[src/rtl/bin2bcd_seq_if.sv]
// Handshake and result bundle for bin2bcd_seq: start/in request, busy/done status,
// registered BCD result with overflow and sign flags.
interface bin2bcd_seq_if #(
  parameter int W      = 8,
  parameter int DIGITS = 3
);
  logic                  start;
  logic [W-1:0]          in;
  logic                  busy;
  logic                  done;
  logic [4*DIGITS-1:0]   bcd;
  logic                  ovf;
  logic                  sign;

  modport master (output start, in, input busy, done, bcd, ovf, sign);
  modport slave  (input start, in, output busy, done, bcd, ovf, sign);
endinterface

[src/rtl/bin2bcd_seq.sv]
// Iterative double-dabble binary-to-BCD converter, one bit per clock, W cycles per result.
// Define BIN2BCD_SIGNED_EN to treat the input as two's complement and report its sign.
module bin2bcd_seq #(
  parameter int W      = 8,
  parameter int DIGITS = 3
) (
  input  logic          clk,
  input  logic          rst,
  bin2bcd_seq_if.slave  bus
);

  localparam int BW = 4 * DIGITS;
  localparam int CW = $clog2(W + 1);

  typedef enum logic {IDLE, SHIFT} state_e;

  state_e          state_q, state_d;
  logic [W-1:0]    bin_q, bin_d;
  logic [BW-1:0]   work_q, work_d;
  logic [BW-1:0]   adj;
  logic            acc_q, acc_d;
  logic [CW-1:0]   cnt_q, cnt_d;
  logic [BW-1:0]   bcd_q, bcd_d;
  logic            ovf_q, ovf_d;
  logic            done_q, done_d;
  logic [W-1:0]    load_val;

`ifdef BIN2BCD_SIGNED_EN
  logic            sign_q, sign_d;
  logic [W:0]      ext;

  // Negate in W+1 bits so the most negative input yields its full magnitude 2^(W-1).
  assign ext      = {bus.in[W-1], bus.in};
  assign load_val = W'(bus.in[W-1] ? -ext : ext);
`else
  assign load_val = bus.in;
`endif

  always_comb begin
    // NOTE: every signal assigned here gets a default first, so no path can infer a latch.
    state_d = state_q;
    bin_d   = bin_q;
    work_d  = work_q;
    acc_d   = acc_q;
    cnt_d   = cnt_q;
    bcd_d   = bcd_q;
    ovf_d   = ovf_q;
    done_d  = 1'b0;
    adj     = work_q;
`ifdef BIN2BCD_SIGNED_EN
    sign_d  = sign_q;
`endif

    for (int i = 0; i < DIGITS; i++) begin
      if (work_q[4*i +: 4] > 4'd4) adj[4*i +: 4] = work_q[4*i +: 4] + 4'd3;
    end

    case (state_q)
      IDLE: begin
        if (bus.start) begin
          state_d = SHIFT;
          bin_d   = load_val;
          work_d  = '0;
          acc_d   = 1'b0;
          cnt_d   = CW'(W);
`ifdef BIN2BCD_SIGNED_EN
          sign_d  = bus.in[W-1];
`endif
        end
      end
      SHIFT: begin
        // The bit leaving the top digit is a carry past 10^DIGITS-1.
        work_d = {adj[BW-2:0], bin_q[W-1]};
        bin_d  = bin_q << 1;
        acc_d  = acc_q | adj[BW-1];
        cnt_d  = cnt_q - 1'b1;
        if (cnt_q == CW'(1)) begin
          state_d = IDLE;
          bcd_d   = work_d;
          ovf_d   = acc_d;
          done_d  = 1'b1;
        end
      end
      default: state_d = IDLE;
    endcase
  end

  always_ff @(posedge clk or posedge rst) begin
    if (rst) begin
      state_q <= IDLE;
      bin_q   <= '0;
      work_q  <= '0;
      acc_q   <= 1'b0;
      cnt_q   <= '0;
      bcd_q   <= '0;
      ovf_q   <= 1'b0;
      done_q  <= 1'b0;
`ifdef BIN2BCD_SIGNED_EN
      sign_q  <= 1'b0;
`endif
    end else begin
      // NOTE: non-blocking assignments keep every register updating from pre-edge values.
      state_q <= state_d;
      bin_q   <= bin_d;
      work_q  <= work_d;
      acc_q   <= acc_d;
      cnt_q   <= cnt_d;
      bcd_q   <= bcd_d;
      ovf_q   <= ovf_d;
      done_q  <= done_d;
`ifdef BIN2BCD_SIGNED_EN
      sign_q  <= sign_d;
`endif
    end
  end

  assign bus.busy = (state_q == SHIFT);
  assign bus.done = done_q;
  assign bus.bcd  = bcd_q;
  assign bus.ovf  = ovf_q;
`ifdef BIN2BCD_SIGNED_EN
  assign bus.sign = sign_q;
`else
  assign bus.sign = 1'b0;
`endif

endmodule

[src/flat_wrapper.sv]
// flat-port wrapper written by rule: the top's interface ports become plain ports
module bin2bcd_seq_flat 
#(
  parameter int W      = 8,
  parameter int DIGITS = 3
)
  (clk, rst, bus_start, bus_in, bus_busy, bus_done, bus_bcd, bus_ovf, bus_sign);
  bin2bcd_seq_if #(.W(W), .DIGITS(DIGITS)) bus_i ();
  input  logic clk;
  input  logic rst;
  input wire logic [$bits(bus_i.start)-1:0] bus_start;
  input wire logic [$bits(bus_i.in)-1:0] bus_in;
  output wire logic [$bits(bus_i.busy)-1:0] bus_busy;
  output wire logic [$bits(bus_i.done)-1:0] bus_done;
  output wire logic [$bits(bus_i.bcd)-1:0] bus_bcd;
  output wire logic [$bits(bus_i.ovf)-1:0] bus_ovf;
  output wire logic [$bits(bus_i.sign)-1:0] bus_sign;
  assign bus_i.start = bus_start;
  assign bus_i.in = bus_in;
  assign bus_busy = bus_i.busy;
  assign bus_done = bus_i.done;
  assign bus_bcd = bus_i.bcd;
  assign bus_ovf = bus_i.ovf;
  assign bus_sign = bus_i.sign;
  bin2bcd_seq #(.W(W), .DIGITS(DIGITS)) u_core (.clk(clk), .rst(rst), .bus(bus_i));
endmodule
[config.mk]
export PLATFORM = sky130hd
export DESIGN_NAME = bin2bcd_seq_flat
export DESIGN_NICKNAME = d
export VERILOG_FILES = /design/src/rtl/bin2bcd_seq_if.sv /design/src/rtl/bin2bcd_seq.sv /design/src/flat_wrapper.sv
export SDC_FILE = /design/constraint.sdc
export NUM_CORES = 1
export LEC_CHECK = 0
export CORE_UTILIZATION = 48
export CTS_CLUSTER_SIZE = 28
export DETAILED_ROUTE_END_ITERATION = 16
export GPL_ROUTABILITY_DRIVEN = 0
export MAX_ROUTING_LAYER = met4
export PLACE_DENSITY_LB_ADDON = 0.12
export RECOVER_POWER = 50
export SKIP_LAST_GASP = 1
export SYNTH_ARGS = -nofsm -noshare
export SYNTH_HDL_FRONTEND = slang
export SYNTH_SLANG_ARGS = --single-unit
export TNS_END_PERCENT = 20
[constraint.sdc]
create_clock -name clk -period 1.95 [get_ports clk]
set_clock_uncertainty 0.2 [all_clocks]
set_input_delay 0.39 -clock clk [delete_from_list [all_inputs] [get_ports clk]]
set_output_delay 0.39 -clock clk [all_outputs]
set_load 0.03 [all_outputs]
==> run_results.csv <==
group,metric,value,unit
logic_synthesis,netlist.area_leader.share,0.520,
critical_path,cp_num_buf_inv,1,
detailed_routing,drt-vias-per-instance,5.41,
critical_path,crit_slowest_cell,"clkdlybuf4s50_1",
job,cap_violations,0,
logic_synthesis,yosys.area_share.simple,0.108,
clocking,htreeDepth,2,
floorplan,chipHeight,65.3,um
pwr,irDropWorstVdd,0.835,mV
finish,num_antenna_cells,0,
logic_synthesis,synth_area_leader_cell,"dfrtp_1",
floorplan,io_pins,27,
finish,fillers,333,
clocking,cts_sinks,40,
critical_path,required,1.36,ns
logic_synthesis,synth_commonest_cells,"40 x dfrtp_1, 21 x nand2_1, 20 x o21ai_0",
critical_path,crit_type,"flop to primary output",
detailed_routing,drt-pass1-iter-count,4,
global_route,grt_pass1_wl,6.71,mm
logic_synthesis,synth-edff-count,0,
detailed_routing,drc,0,
timing,finalSetupViolCount,0,
pwr,p_int,2.42,mW
logic_synthesis,ys_seq_elements,40,
detailed_routing,wire_per_inst,14.8,um
global_route,grt_antenna_before_repair,0,
global_route,grt_pass1_vias,1481,
logic_synthesis,syn_nets,205,
timing,setup_tns,0,ns
run_status,outcome,"finished clean",
pwr,leakagePower,1.11,nW
logic_synthesis,synth-xor-area-share,0.0182,
detailed_routing,via_count,1450,
timing,relSlewSlack,0.338,
timing,slew_viol_final,0,
timing,fmax,0.518,GHz
logic_synthesis,syn_inst,186,
logic_synthesis,synth_top_family_by_area,"compound AO/OA/AOI/OAI gates",
clocking,cts.path.max_buffers,2,
critical_path,path_cells,"clkdlybuf4s50_1",
timing,period_needed,1.93,ns
logic_synthesis,synthArstFlopShare,1.00,
detailed_routing,route.antenna.remaining_nets,0,
logic_synthesis,ys_warn_count,0,
detailed_routing,drtIter0Drc,33,
place,placed_cell_area,2280,sq um
floorplan,die_w,65.3,um
global_route,grt_usage,0.222,
finish,nNetsFinal,238,
finish,final_area,2370,sq um
finish,drive_gt1_frac,0.136,
critical_path,crit_path_end_kind,"primary output",
pwr,power_switching,1.66,mW
critical_path,critPathTopFamily,"buffers and inverters",
logic_synthesis,synth_fa_ha_area_frac,0.0520,
min_path,hold_class,"flop to flop",
detailed_routing,wl,3.95,mm
logic_synthesis,synthMuxAreaShare,0.110,
global_route,grt_overflow,0,
floorplan,start_util,0.514,
floorplan,core,3740,sq um
clocking,cts_tree,"yes",
critical_path,cp.arrival,1.34,ns
place,dp_hpwl,2.80,mm
timing,min_period_over_period,0.990,
critical_path,critPathMaxFanout,2,
logic_synthesis,synth.cell_area,1920,sq um
logic_synthesis,post-synth-top-count-cell,"dfrtp_1",
clocking,cts_setup_buffers,0,
finish,syn2layout_area_growth,23.1,%
logic_synthesis,postSynthAreaPerCell,10.3,sq um
pwr,p_comb_frac,0.499,
timing,holdWs,0.277,ns
clocking,cts.clk_slew.worst_paths,0.08,ns
clocking,insertion_delay,0.30,ns
critical_path,slowest_delay,0.68,ns
clocking,root_buffer,"clkbuf_8",
pwr,p_clk_frac,0.140,
logic_synthesis,ys.flop_type,"dfrtp_1",
logic_synthesis,synth_compound_area_frac,0.133,
place,io_buffers,25,
timing,worst_pin_slew,0.992,ns
floorplan,rows,22,
logic_synthesis,seq_area_frac_synth,0.520,
timing,hold_violations,0,
pwr,powerDensity,1720,nW/um^2
global_route,grt_max_degree,41,
timing,rsz0062_at_grt,"yes",
floorplan,die-area,4270,sq um
pwr,swShare,0.407,
clocking,cts_made_buffers,5,
logic_synthesis,ys_types,31,
finish,finish.utilization,0.633,
critical_path,start_kind,"flop",
pwr,seq_power_share,0.361,
logic_synthesis,synth_area_leaders,"dfrtp_1 52%, mux2i_1 5.7%, ha_1 5.2%, o21ai_0 5.2%, nand2_1 4.1%",
==> sequential cells by signal, summed over array words and instances (netlist names) <==
register         count
u_core.bus.bcd      12
u_core.work_q       12
u_core.bin_q         8
u_core.cnt_q         4
u_core.acc_q         1
u_core.bus.busy      1
u_core.bus.done      1
u_core.bus.ovf       1
==> per-layer routing <==
layer	GRT usage	routed length (um)	vias to the layer above
li1	-	-	697
met1	0.234	1600	719
met2	0.384	2160	28
met3	0.0590	137	6
met4	0.106	61	0
met5	-	0	-
==> stage by stage <==
step	setup WS, ns	std cells	power, mW
floorplan	-0.114	186	2.84
global placement	0.0252	260	3.38
detailed placement	-0.0549	260	3.51
CTS	-0.00352	268	4.09
global route	-0.0180	268	4.39
finish	0.0204	268	4.08
==> cell usage in the layout, fill, tap and decap left out, drive strengths merged <==
| cell | count |
|---|---|
| nand2 | 21 |
| nand2b | 2 |
| nand3 | 1 |
| mux2i | 11 |
| a22o | 2 |
| or3 | 1 |
| o31ai | 1 |
| inv | 15 |
| mux2 | 9 |
| xnor2 | 4 |
| a21o | 6 |
| nor3 | 6 |
| o22ai | 3 |
| o21ai | 20 |
| ha | 8 |
| or4 | 1 |
| dlymetal6s2s | 1 |
| nor3b | 3 |
| dfrtp | 40 |
| nor2b | 2 |
| or4b | 1 |
| o22a | 1 |
| buf | 11 |
| a21oi | 10 |
| conb | 1 |
| nor2 | 6 |
| clkbuf | 9 |
| clkdlybuf4s50 | 23 |
| o211ai | 1 |
==> power groups by stage <==
stage / sequential, mW / clock, mW / combinational, mW
final: 1.47 / 0.570 / 2.04
after CTS: 1.47 / 0.586 / 2.04
after global placement: 1.45 / 0 / 1.92
after global routing: 1.52 / 0.614 / 2.25
after floorplan: 1.68 / 0 / 1.16
after detailed placement: 1.48 / 0 / 2.03
==> worst min-delay path, cell delays in order, from the launching register on <==
cell and delay, ns:
dfrtp_1 0.35, nand2_1 0.04, o21ai_0 0.05
==> worst paths after layout <==
path	cells past startpoint	slack [ns]	start	end
hold reg to reg	2	0.28	u_core.bus.bcd[4]	u_core.bus.bcd[4]
setup / recovery	1	0.02	u_core.bus.bcd[1]	bus_bcd[1]
max in group asynchronous	3	0.36	rst	u_core.bus.busy
hold / removal	2	0.28	u_core.bus.bcd[4]	u_core.bus.bcd[4]
min in group asynchronous	3	0.52	rst	u_core.work_q[9]
setup reg to reg	5	0.05	u_core.cnt_q[1]	u_core.bus.bcd[7]
==> final cells by class <==
class | instances | area, sq um | area share
sequential | 40 | 1000 | 0.423
tap | 48 | 60.1 | 0.0253
clock buffer | 8 | 90.1 | 0.0380
inverter | 15 | 63.8 | 0.0269
timing repair buffer | 36 | 330 | 0.139
multi-input combinational | 121 | 823 | 0.347
==> repair_timing <==
item / in CTS / in global routing
setup endpoints to repair: 10 / 20
hold buffers: 0 / 0
gates resized for setup: 1 / 6
pin swaps: 0 / 0
cloned: 0 / 0
hold endpoints to repair: 0 / 0
==> logic make-up (layout without fill, tap and decap cells) <==
group                    after synthesis  count (layout)
AO/OA/AOI/OAI                         44              44
AND/OR/NAND/NOR                       44              44
flip-flops                            40              40
buffers and inverters                 25              59
multiplexers                          20              20
adder cells (fa/ha/maj)                8               8
XOR/XNOR                               4               4
other                                  1               1
Power figures use the tool's default switching activity.
